[src/rtl/uart_pkg.sv]
// uart_pkg: receiver state encoding, 27 MHz board baud constants and the
// mid-bit offset helper shared by the UART receive path.
package uart_pkg;

  typedef enum logic [2:0] {
    ST_IDLE      = 3'd0,
    ST_START     = 3'd1,
    ST_DATA      = 3'd2,
    ST_PARITY    = 3'd3,
    ST_STOP      = 3'd4,
    ST_WAIT_IDLE = 3'd5
  } rx_state_e;

  localparam int CLK_HZ_BOARD    = 27_000_000;
  localparam int BAUD_3M         = 3_000_000;
  localparam int CLKS_PER_BIT_3M = CLK_HZ_BOARD / BAUD_3M;

  // Offset from the start edge to the middle of the start bit.
  function automatic int half_of(input int clks_per_bit);
    return (clks_per_bit - 1) / 2;
  endfunction

endpackage

[src/rtl/uart_bit_sync.sv]
// uart_bit_sync: 2-flop synchronizer for the serial pin; resets to the idle
// (high) line level so reset never looks like a start bit.
module uart_bit_sync (
  input  logic clk,
  input  logic rst_n,
  input  logic i_d,
  output logic o_q
);

  logic r_meta;
  logic r_sync;

  always_ff @(posedge clk) begin
    if (!rst_n) begin
      r_meta <= 1'b1;
      r_sync <= 1'b1;
    end else begin
      r_meta <= i_d;
      r_sync <= r_meta;
    end
  end

  assign o_q = r_sync;

endmodule

[src/rtl/uart_rx_param.sv]
// uart_rx_param: parametrised UART receiver with mid-bit sampling, framing and
// parity error pulses and an idle timeout. Parity check under UART_RX_PARITY_EN.
//
// state      | meaning
// IDLE       | line idle, waiting for a low rx_s
// START      | counting to mid start bit, rejects glitches
// DATA       | sampling DATA_BITS payload bits, LSB first
// PARITY     | sampling the parity bit (UART_RX_PARITY_EN only)
// STOP       | sampling STOP_BITS stop bits, issuing the result pulse
// WAIT_IDLE  | framing lost, waiting for the line to go high
module uart_rx_param
  import uart_pkg::*;
#(
  parameter int CLKS_PER_BIT = CLKS_PER_BIT_3M,
  parameter int DATA_BITS    = 8,
  parameter int STOP_BITS    = 1,
  parameter int PARITY_ODD   = 0,
  parameter int IDLE_TIMEOUT = 180
) (
  input  logic                 clk,
  input  logic                 rst_n,
  input  logic                 rx,
  output logic                 data_valid,
  output logic [DATA_BITS-1:0] data_out,
  output logic                 frame_err,
  output logic                 parity_err,
  output logic                 rx_bsy,
  output logic                 block_timeout
);

  localparam int CW = $clog2(CLKS_PER_BIT);
  localparam int BW = $clog2(DATA_BITS + 1);
  localparam int TW = $clog2(IDLE_TIMEOUT + 1);

  localparam logic [CW-1:0] C_HALF      = CW'(half_of(CLKS_PER_BIT));
  localparam logic [CW-1:0] C_LAST      = CW'(CLKS_PER_BIT - 1);
  localparam logic [BW-1:0] B_DATA_LAST = BW'(DATA_BITS - 1);
  localparam logic [BW-1:0] B_STOP_LAST = BW'(STOP_BITS - 1);
  localparam logic [TW-1:0] T_LIMIT     = TW'(IDLE_TIMEOUT);

  localparam logic [2:0] S_IDLE      = ST_IDLE;
  localparam logic [2:0] S_START     = ST_START;
  localparam logic [2:0] S_DATA      = ST_DATA;
  localparam logic [2:0] S_STOP      = ST_STOP;
  localparam logic [2:0] S_WAIT_IDLE = ST_WAIT_IDLE;
`ifdef UART_RX_PARITY_EN
  localparam logic [2:0] S_PARITY    = ST_PARITY;
  localparam logic       P_ODD       = (PARITY_ODD != 0);
`endif

  logic                 w_rx_s;
  logic                 w_sample;
  logic [TW-1:0]        w_idle_nxt;
  logic [2:0]           r_state;
  logic [CW-1:0]        r_cnt;
  logic [BW-1:0]        r_bit_idx;
  logic [DATA_BITS-1:0] r_shift;
  logic [DATA_BITS-1:0] r_data;
  logic [TW-1:0]        r_idle_cnt;
  logic                 r_valid;
  logic                 r_ferr;
  logic                 r_stop_bad;
  logic                 r_armed;
  logic                 r_timeout;
`ifdef UART_RX_PARITY_EN
  logic                 r_perr;
  logic                 r_perr_pulse;
`endif

  uart_bit_sync u_sync (
    .clk   (clk),
    .rst_n (rst_n),
    .i_d   (rx),
    .o_q   (w_rx_s)
  );

  assign w_sample = (r_cnt == C_LAST);

  // Idle counter only runs while sitting in IDLE on a high line; it saturates.
  always_comb begin
    w_idle_nxt = '0;
    if (r_state == S_IDLE && w_rx_s) begin
      w_idle_nxt = (r_idle_cnt == T_LIMIT) ? r_idle_cnt : r_idle_cnt + 1'b1;
    end
  end

  always_ff @(posedge clk) begin
    if (!rst_n) begin
      r_state    <= S_IDLE;
      r_cnt      <= '0;
      r_bit_idx  <= '0;
      r_shift    <= '0;
      r_data     <= '0;
      r_idle_cnt <= '0;
      r_valid    <= 1'b0;
      r_ferr     <= 1'b0;
      r_stop_bad <= 1'b0;
      r_armed    <= 1'b0;
      r_timeout  <= 1'b0;
`ifdef UART_RX_PARITY_EN
      r_perr       <= 1'b0;
      r_perr_pulse <= 1'b0;
`endif
    end else begin
      r_valid   <= 1'b0;
      r_ferr    <= 1'b0;
      r_timeout <= 1'b0;
`ifdef UART_RX_PARITY_EN
      r_perr_pulse <= 1'b0;
`endif
      case (r_state)
        S_IDLE: begin
          if (!w_rx_s) begin
            r_state    <= S_START;
            r_cnt      <= '0;
            r_stop_bad <= 1'b0;
`ifdef UART_RX_PARITY_EN
            r_perr     <= 1'b0;
`endif
          end
        end
        S_START: begin
          r_cnt <= r_cnt + 1'b1;
          if (r_cnt == C_HALF) begin
            r_cnt     <= '0;
            r_bit_idx <= '0;
            r_state   <= w_rx_s ? S_IDLE : S_DATA;
          end
        end
        S_DATA: begin
          r_cnt <= r_cnt + 1'b1;
          if (w_sample) begin
            r_cnt     <= '0;
            r_shift   <= {w_rx_s, r_shift[DATA_BITS-1:1]};
            r_bit_idx <= r_bit_idx + 1'b1;
            if (r_bit_idx == B_DATA_LAST) begin
              r_bit_idx <= '0;
`ifdef UART_RX_PARITY_EN
              r_state   <= S_PARITY;
`else
              r_state   <= S_STOP;
`endif
            end
          end
        end
`ifdef UART_RX_PARITY_EN
        S_PARITY: begin
          r_cnt <= r_cnt + 1'b1;
          if (w_sample) begin
            r_cnt   <= '0;
            r_perr  <= (w_rx_s != ((^r_shift) ^ P_ODD));
            r_state <= S_STOP;
          end
        end
`endif
        S_STOP: begin
          r_cnt <= r_cnt + 1'b1;
          if (w_sample) begin
            r_cnt     <= '0;
            r_bit_idx <= r_bit_idx + 1'b1;
            if (!w_rx_s) r_stop_bad <= 1'b1;
            if (r_bit_idx == B_STOP_LAST) begin
              r_bit_idx <= '0;
              r_armed   <= 1'b1;
              if (r_stop_bad || !w_rx_s) begin
                r_ferr  <= 1'b1;
                r_state <= S_WAIT_IDLE;
              end
`ifdef UART_RX_PARITY_EN
              else if (r_perr) begin
                r_perr_pulse <= 1'b1;
                r_state      <= S_IDLE;
              end
`endif
              else begin
                r_data  <= r_shift;
                r_valid <= 1'b1;
                r_state <= S_IDLE;
              end
            end
          end
        end
        S_WAIT_IDLE: begin
          if (w_rx_s) r_state <= S_IDLE;
        end
        default: r_state <= S_IDLE;
      endcase

      // Pulse lands in the cycle where the counter reads IDLE_TIMEOUT.
      r_idle_cnt <= w_idle_nxt;
      if (r_armed && w_idle_nxt == T_LIMIT && r_idle_cnt != T_LIMIT) begin
        r_timeout <= 1'b1;
        r_armed   <= 1'b0;
      end
    end
  end

  assign data_valid    = r_valid;
  assign data_out      = r_data;
  assign frame_err     = r_ferr;
  assign rx_bsy        = (r_state != S_IDLE);
  assign block_timeout = r_timeout;
`ifdef UART_RX_PARITY_EN
  assign parity_err    = r_perr_pulse;
`else
  assign parity_err    = 1'b0;
`endif

endmodule

[config.mk]
export PLATFORM = sky130hd
export DESIGN_NAME = uart_rx_param
export DESIGN_NICKNAME = d
export VERILOG_FILES = /design/src/rtl/uart_pkg.sv /design/src/rtl/uart_bit_sync.sv /design/src/rtl/uart_rx_param.sv
export SDC_FILE = /design/constraint.sdc
export NUM_CORES = 1
export LEC_CHECK = 0
export CAP_MARGIN = 20
export CORE_MARGIN = 2
export CORE_UTILIZATION = 51
export DETAILED_ROUTE_END_ITERATION = 7
export PLACE_DENSITY = 0.74
export SYNTH_ARGS = -nofsm -noshare
export SYNTH_HDL_FRONTEND = slang
export SYNTH_SLANG_ARGS = --single-unit
[constraint.sdc]
create_clock -name clk -period 1.9 [get_ports clk]
set_input_delay 0.475 -clock clk [delete_from_list [all_inputs] [get_ports clk]]
set_output_delay 0.475 -clock clk [all_outputs]
set_load 0.01 [all_outputs]
# ---- Word level (Yosys, flattened, before mapping)
# Index checks and enable logic that the tools add are counted.
dict set report word_totals {
  ff_bits 42
  input_bits 3
  output_inout_bits 13
  word_cells 86
}
dict set report op_classes {
  addsub 3
  eq_ne 18
  muxes 29
  n_bitwise 2
  reduce_logical 21
}
# cell count
set op_table {}
lappend op_table {{$mux 4} 8}
lappend op_table {{$mux 3} 8}
lappend op_table {{$pmux 4 s3} 2}
lappend op_table {{$eq 8x8->1 const B} 2}
lappend op_table {{$mux 8} 2}
lappend op_table {{$reduce_and 4->1} 4}
lappend op_table {{$pmux 3 s5} 1}
lappend op_table {{$ne 2x2->1 const B} 7}
lappend op_table {{$reduce_bool 3->1} 3}
lappend op_table {{$add 4x1->4 const B} 2}
lappend op_table {{$add 8x1->8 const B} 1}
lappend op_table {{$eq 4x3->1 const B} 2}
lappend op_table {{$ne 8x8->1 const B} 1}
lappend op_table {{$reduce_and 7->1} 1}
lappend op_table {{$eq 3x3->1 const B} 2}
lappend op_table {{$mux 1} 6}
lappend op_table {{$eq 4x4->1 const B} 1}
lappend op_table {{$logic_not 4->1} 1}
lappend op_table {{$reduce_and 2->1} 2}
lappend op_table {{$reduce_or 2->1} 2}
lappend op_table {{$eq 3x1->1 const B} 1}
lappend op_table {{$eq 3x2->1 const B} 1}
lappend op_table {{$logic_and 1x1->1} 3}
lappend op_table {{$logic_not 3->1} 1}
lappend op_table {{8 further kinds} 9}

# ---- Logic depth before layout (Yosys ltp)
dict set report logic_depth {
  ltp_word 7
  ltp_mapped 7
  mapped_depth_nobuf 7
}

# ---- Modules after synthesis
# Synthesis repeated with hierarchy kept, for this count alone.
dict set report unflattened {
  hier_cells 223
  area_unflattened_um2 1964.4
}
# module n_inst cells_each area_each_um2 seq_area_each_um2
set by_module_without_submodules {}
lappend by_module_without_submodules {uart_rx_param 1 219 1911.8 800.8}
lappend by_module_without_submodules {uart_bit_sync 1 4 52.6 40.0}

# ---- Least setup slack after synthesis
# Ideal clock, no wire load.
dict set report synth_timing {
  path_kind {register to register}
  start {register r_bit_idx[0]}
  end {register r_state[0]}
  setup_time_ps 114
  arrival_ps 1717
  required_ps 1786
  path_slack_ps 69
  stages_incl_launch_ff 8
  n_path_buf 0
  synth_period_minus_slack_ps 1831
  path_cell_list {dfxtp_1 > inv_1 > ha_1 > or3b_4 > a32o_2 > a211oi_4 > mux2i_1 > nor2_1}
}
dict set report synth_between {
  elab_chain_cells 3
  elab_cells_between_ends 5
  cone_classes {eq/ne (3); reduce/logical (2)}
}
# element line_no
set synth_lines {}
lappend synth_lines {{start: declaration} uart_rx_param.sv:56} ;# logic [BW-1:0] r_bit_idx;
lappend synth_lines {{start signal: assignment} uart_rx_param.sv:135} ;# r_bit_idx <= r_bit_idx + 1'b1;
lappend synth_lines {{start signal: assignment} uart_rx_param.sv:160} ;# r_bit_idx <= r_bit_idx + 1'b1;
lappend synth_lines {{$eq 4x3->1 or $logic_not 4->1 (tied branches)} {uart_rx_param.sv:136, uart_rx_param.sv:162}}
lappend synth_lines {{$ne 2x2->1 (no line)} -}
lappend synth_lines {{$reduce_and 7->1 (no line) *} -}
lappend synth_lines {{end signal: assignment} uart_rx_param.sv:127} ;# r_state <= w_rx_s ? S_IDLE : S_DATA;
lappend synth_lines {{end: declaration} uart_rx_param.sv:54} ;# logic [2:0] r_state;
# Every way passes the cells marked *; elsewhere a longest branch is shown, timed or not.
# A chain may end at the register's enable or synchronous reset.

# ---- Worst setup path in the final report
# Ends and elaborated chain as after synthesis.

==> run_results.csv <==
group,metric,value,unit
sta,slew_viol_final,0,
power,p_clk_share,31.7,%
final_layout,final_area,2360,um^2
global_routing,grt_util_met2,31.1,%
global_routing,grt_usage,19.1,%
die,die_height,66.6,um
power,combinationalPowerShare,15.6,%
yosys,synth_warnings,0,
detailed_routing,drtAntennaViolNets,0,
yosys,synthCells,214,
power,switching_share,27.0,%
global_routing,met1_usage,23.5,%
sta,finalCriticalPeriod,1870,ps
cts,cts-root-buf,"clkbuf_8",
setup_path,end_kind,"register",
sta,timing.final.hold_violations,0,
cts,clkLatencyLatePin,290,ps
global_routing,grt.overflow.total,0,
final_layout,fin_nets,250,
detailed_routing,drtIter0Drc,86,
detailed_routing,routed_wl,3.69,mm
global_routing,grt_pass1_vias,1513,
global_routing,grt_max_degree,17,
sta,clock_skew,2.51,ps
worst_hold_path,hold_depth,1,
final_layout,final_cell_mix,"40 x dfxtp_1, 34 x nor2_1, 18 x mux2i_1",
yosys,synthDistinctLibCells,51,
sta,post-route-period-util,98.4,%
power,p_leak,0.984,nW
final_layout,layout_commonest_cell,"dfxtp_1",
yosys,synth_top_area_share,42.1,%
detailed_routing,dr.pass1.iters,5,
setup_path,worst-path-max-fanout,4,
cts,postCtsHoldBufs,0,
place,placedInstanceArea,2240,um^2
sta,setup_viol,0,
sta,hold_ws,459,ps
global_routing,gr-max-usage-layer,"met2",
setup_path,critPathKind,"reg -> reg",
die,row_count,22,
cts,cts_inserted_buffers,5,
cts,cts_tree,"built",
place,gp_congestion,0.853,
yosys,synth_area,2000,um^2
place,dp_hpwl,2.54,mm
final_layout,antenna_cells,0,
cts,htree_levels,2,
final_layout,fillers,335,
worst_hold_path,hp-class,"reg -> reg",
cts,clkTransAtPathRegs,80,ps
yosys,ys_async_sr_fraction,0,%
setup_path,required,2090,ps
final_layout,drive_above_1_share,17.4,%
setup_path,start_kind,"register",
cts,cts.sinks,42,
power,power_density,743,nW/um^2
setup_path,worstRegToRegCells,7,
sta,rsz0062_at_grt,"true",
final_layout,area_growth,17.8,%
yosys,syn-mean-instance-area,9.34,um^2
sta,fmax,535,MHz
global_routing,met3_usage,6.08,%
detailed_routing,vias_per_cell,5.33,
yosys,synth_ff_type,"dfxtp_1",
status,outcome,"completed",
yosys,synth_area_leader_cell,"dfxtp_1",
yosys,ys_seq_area_share,42.1,%
global_routing,grt_pass1_wl,6.40,mm
yosys,syn-num-nets,223,
cts,cts_buffer_depth,2,
detailed_routing,drc_errors,0,
die,coreArea,3720,um^2
detailed_routing,vias,1547,
die,dieArea,4440,um^2
flow_run,cap_violations,0,
yosys,synth-seq-cells,42,
power,ir_drop,0.592,mV
detailed_routing,wl_per_cell,12.7,um
yosys,synth_edf_count,0,
die,start_util,53.8,%
die,io-pin-count,16,
power,power.switching,0.000473,W
yosys,synth_area_leaders,"dfxtp_1 42%, mux2i_1 9.0%, nor2_1 6.4%",
setup_path,critPathArrivalTime,2060,ps
global_routing,antenna_found_initial,0,
place,portBuffers,14,
power,p_seq_share,52.7,%
die,fp.dieW,66.6,um
power,p_int,0.00128,W
## sequential cells by signal, indices dropped and copies added, names as in the netlist
| register | cells |
|---|---|
| data_out | 8 |
| r_idle_cnt | 8 |
| r_shift | 8 |
| r_bit_idx | 4 |
| r_cnt | 4 |
| r_state | 3 |
| block_timeout | 1 |
| data_valid | 1 |
| frame_err | 1 |
| r_armed | 1 |
| r_stop_bad | 1 |
| u_sync.o_q | 1 |
| u_sync.r_meta | 1 |
## timing repair
item | CTS | global route
setup buffers | 0 | 1
pin swaps | 1 | 2
endpoints found under the setup margin | 2 | 12
resized for setup | 2 | 6
## cell usage after synthesis (all sizes together), types with 2 or more instances
library cell	count
dfxtp	42
nor2	34
mux2i	18
nand2	12
inv	11
a21oi	7
ha	6
nand3	6
nor3	6
o21ai	6
clkbuf	5
or3	5
xor2	5
buf	4
nand2b	4
nand3b	4
xnor2	4
and3	3
or3b	3
a31oi	2
nor4	2
o211a	2
o21a	2
o31ai	2
or2	2
## critical path, cell delays in order, from the launching register on
cell	delay, ps
dfxtp_2	330
inv_2	60
ha_1	120
or3b_4	370
a32o_2	280
a211oi_4	320
mux2i_1	240
nor2_1	50
## power groups by stage
stage               Combinational, W  Sequential, W  Clock [W]
floorplan                   0.000208       0.000939          0
global placement            0.000260       0.000942          0
detailed placement          0.000266       0.000943          0
CTS                         0.000270       0.000922   0.000578
global route                0.000303       0.000926   0.000613
finish                      0.000273       0.000923   0.000555
## final cells by class
class                      count  area, um^2  share of cell area, %
multi-input combinational    152        1070                   45.6
clock inverter                 2        13.8                  0.584
sequential                    42         843                   35.8
clock buffer                   6        72.6                   3.08
inverter                      11        41.3                   1.75
tap                           48        60.1                   2.55
timing repair buffer          29         251                   10.7
## final timing paths
check                             from                      end  slack, ps
min reg2reg   u_sync.r_meta$_SDFF_PN1_    u_sync.o_q$_SDFF_PN1_        460
max          r_bit_idx[0]$_SDFFE_PN0P_  r_state[0]$_SDFFE_PN0P_         30
max reg2reg  r_bit_idx[0]$_SDFFE_PN0P_  r_state[0]$_SDFFE_PN0P_         30
min           u_sync.r_meta$_SDFF_PN1_    u_sync.o_q$_SDFF_PN1_        460
## metal layers
layer  part of all wire, %  vias to the layer above
met5                     0                        -
li1                      -                      791
met1                    48                      727
met4                   1.2                        0
met3                   4.2                        4
met2                    47                       25
## cells by family after synthesis
group | Yosys count | synth area share [%]
fa+ha+maj | 6 | 3.75
xor+xnor | 9 | 3.94
buf+inv | 20 | 5.26
flops | 42 | 42.1
compound gates | 31 | 11.8
other cells | 1 | 0.188
simple gates | 86 | 23.4
mux | 19 | 9.57
## metrics by stage
stage          total power, W  setup WS, ps  util (%)  TNS [ps]  std cells
3_3_place_gp          0.00120          49.8      60.3         0        281
4_1_cts               0.00177          39.8      62.7         0        289
6_report              0.00175          30.6      63.4         0        290
2_1_floorplan         0.00115          68.6         -         0        214
3_5_place_dp          0.00121          17.1      60.3         0        281
5_1_grt               0.00184         -49.4      63.4     -85.9        290
No activity file was read; power rests on OpenSTA's default activity.
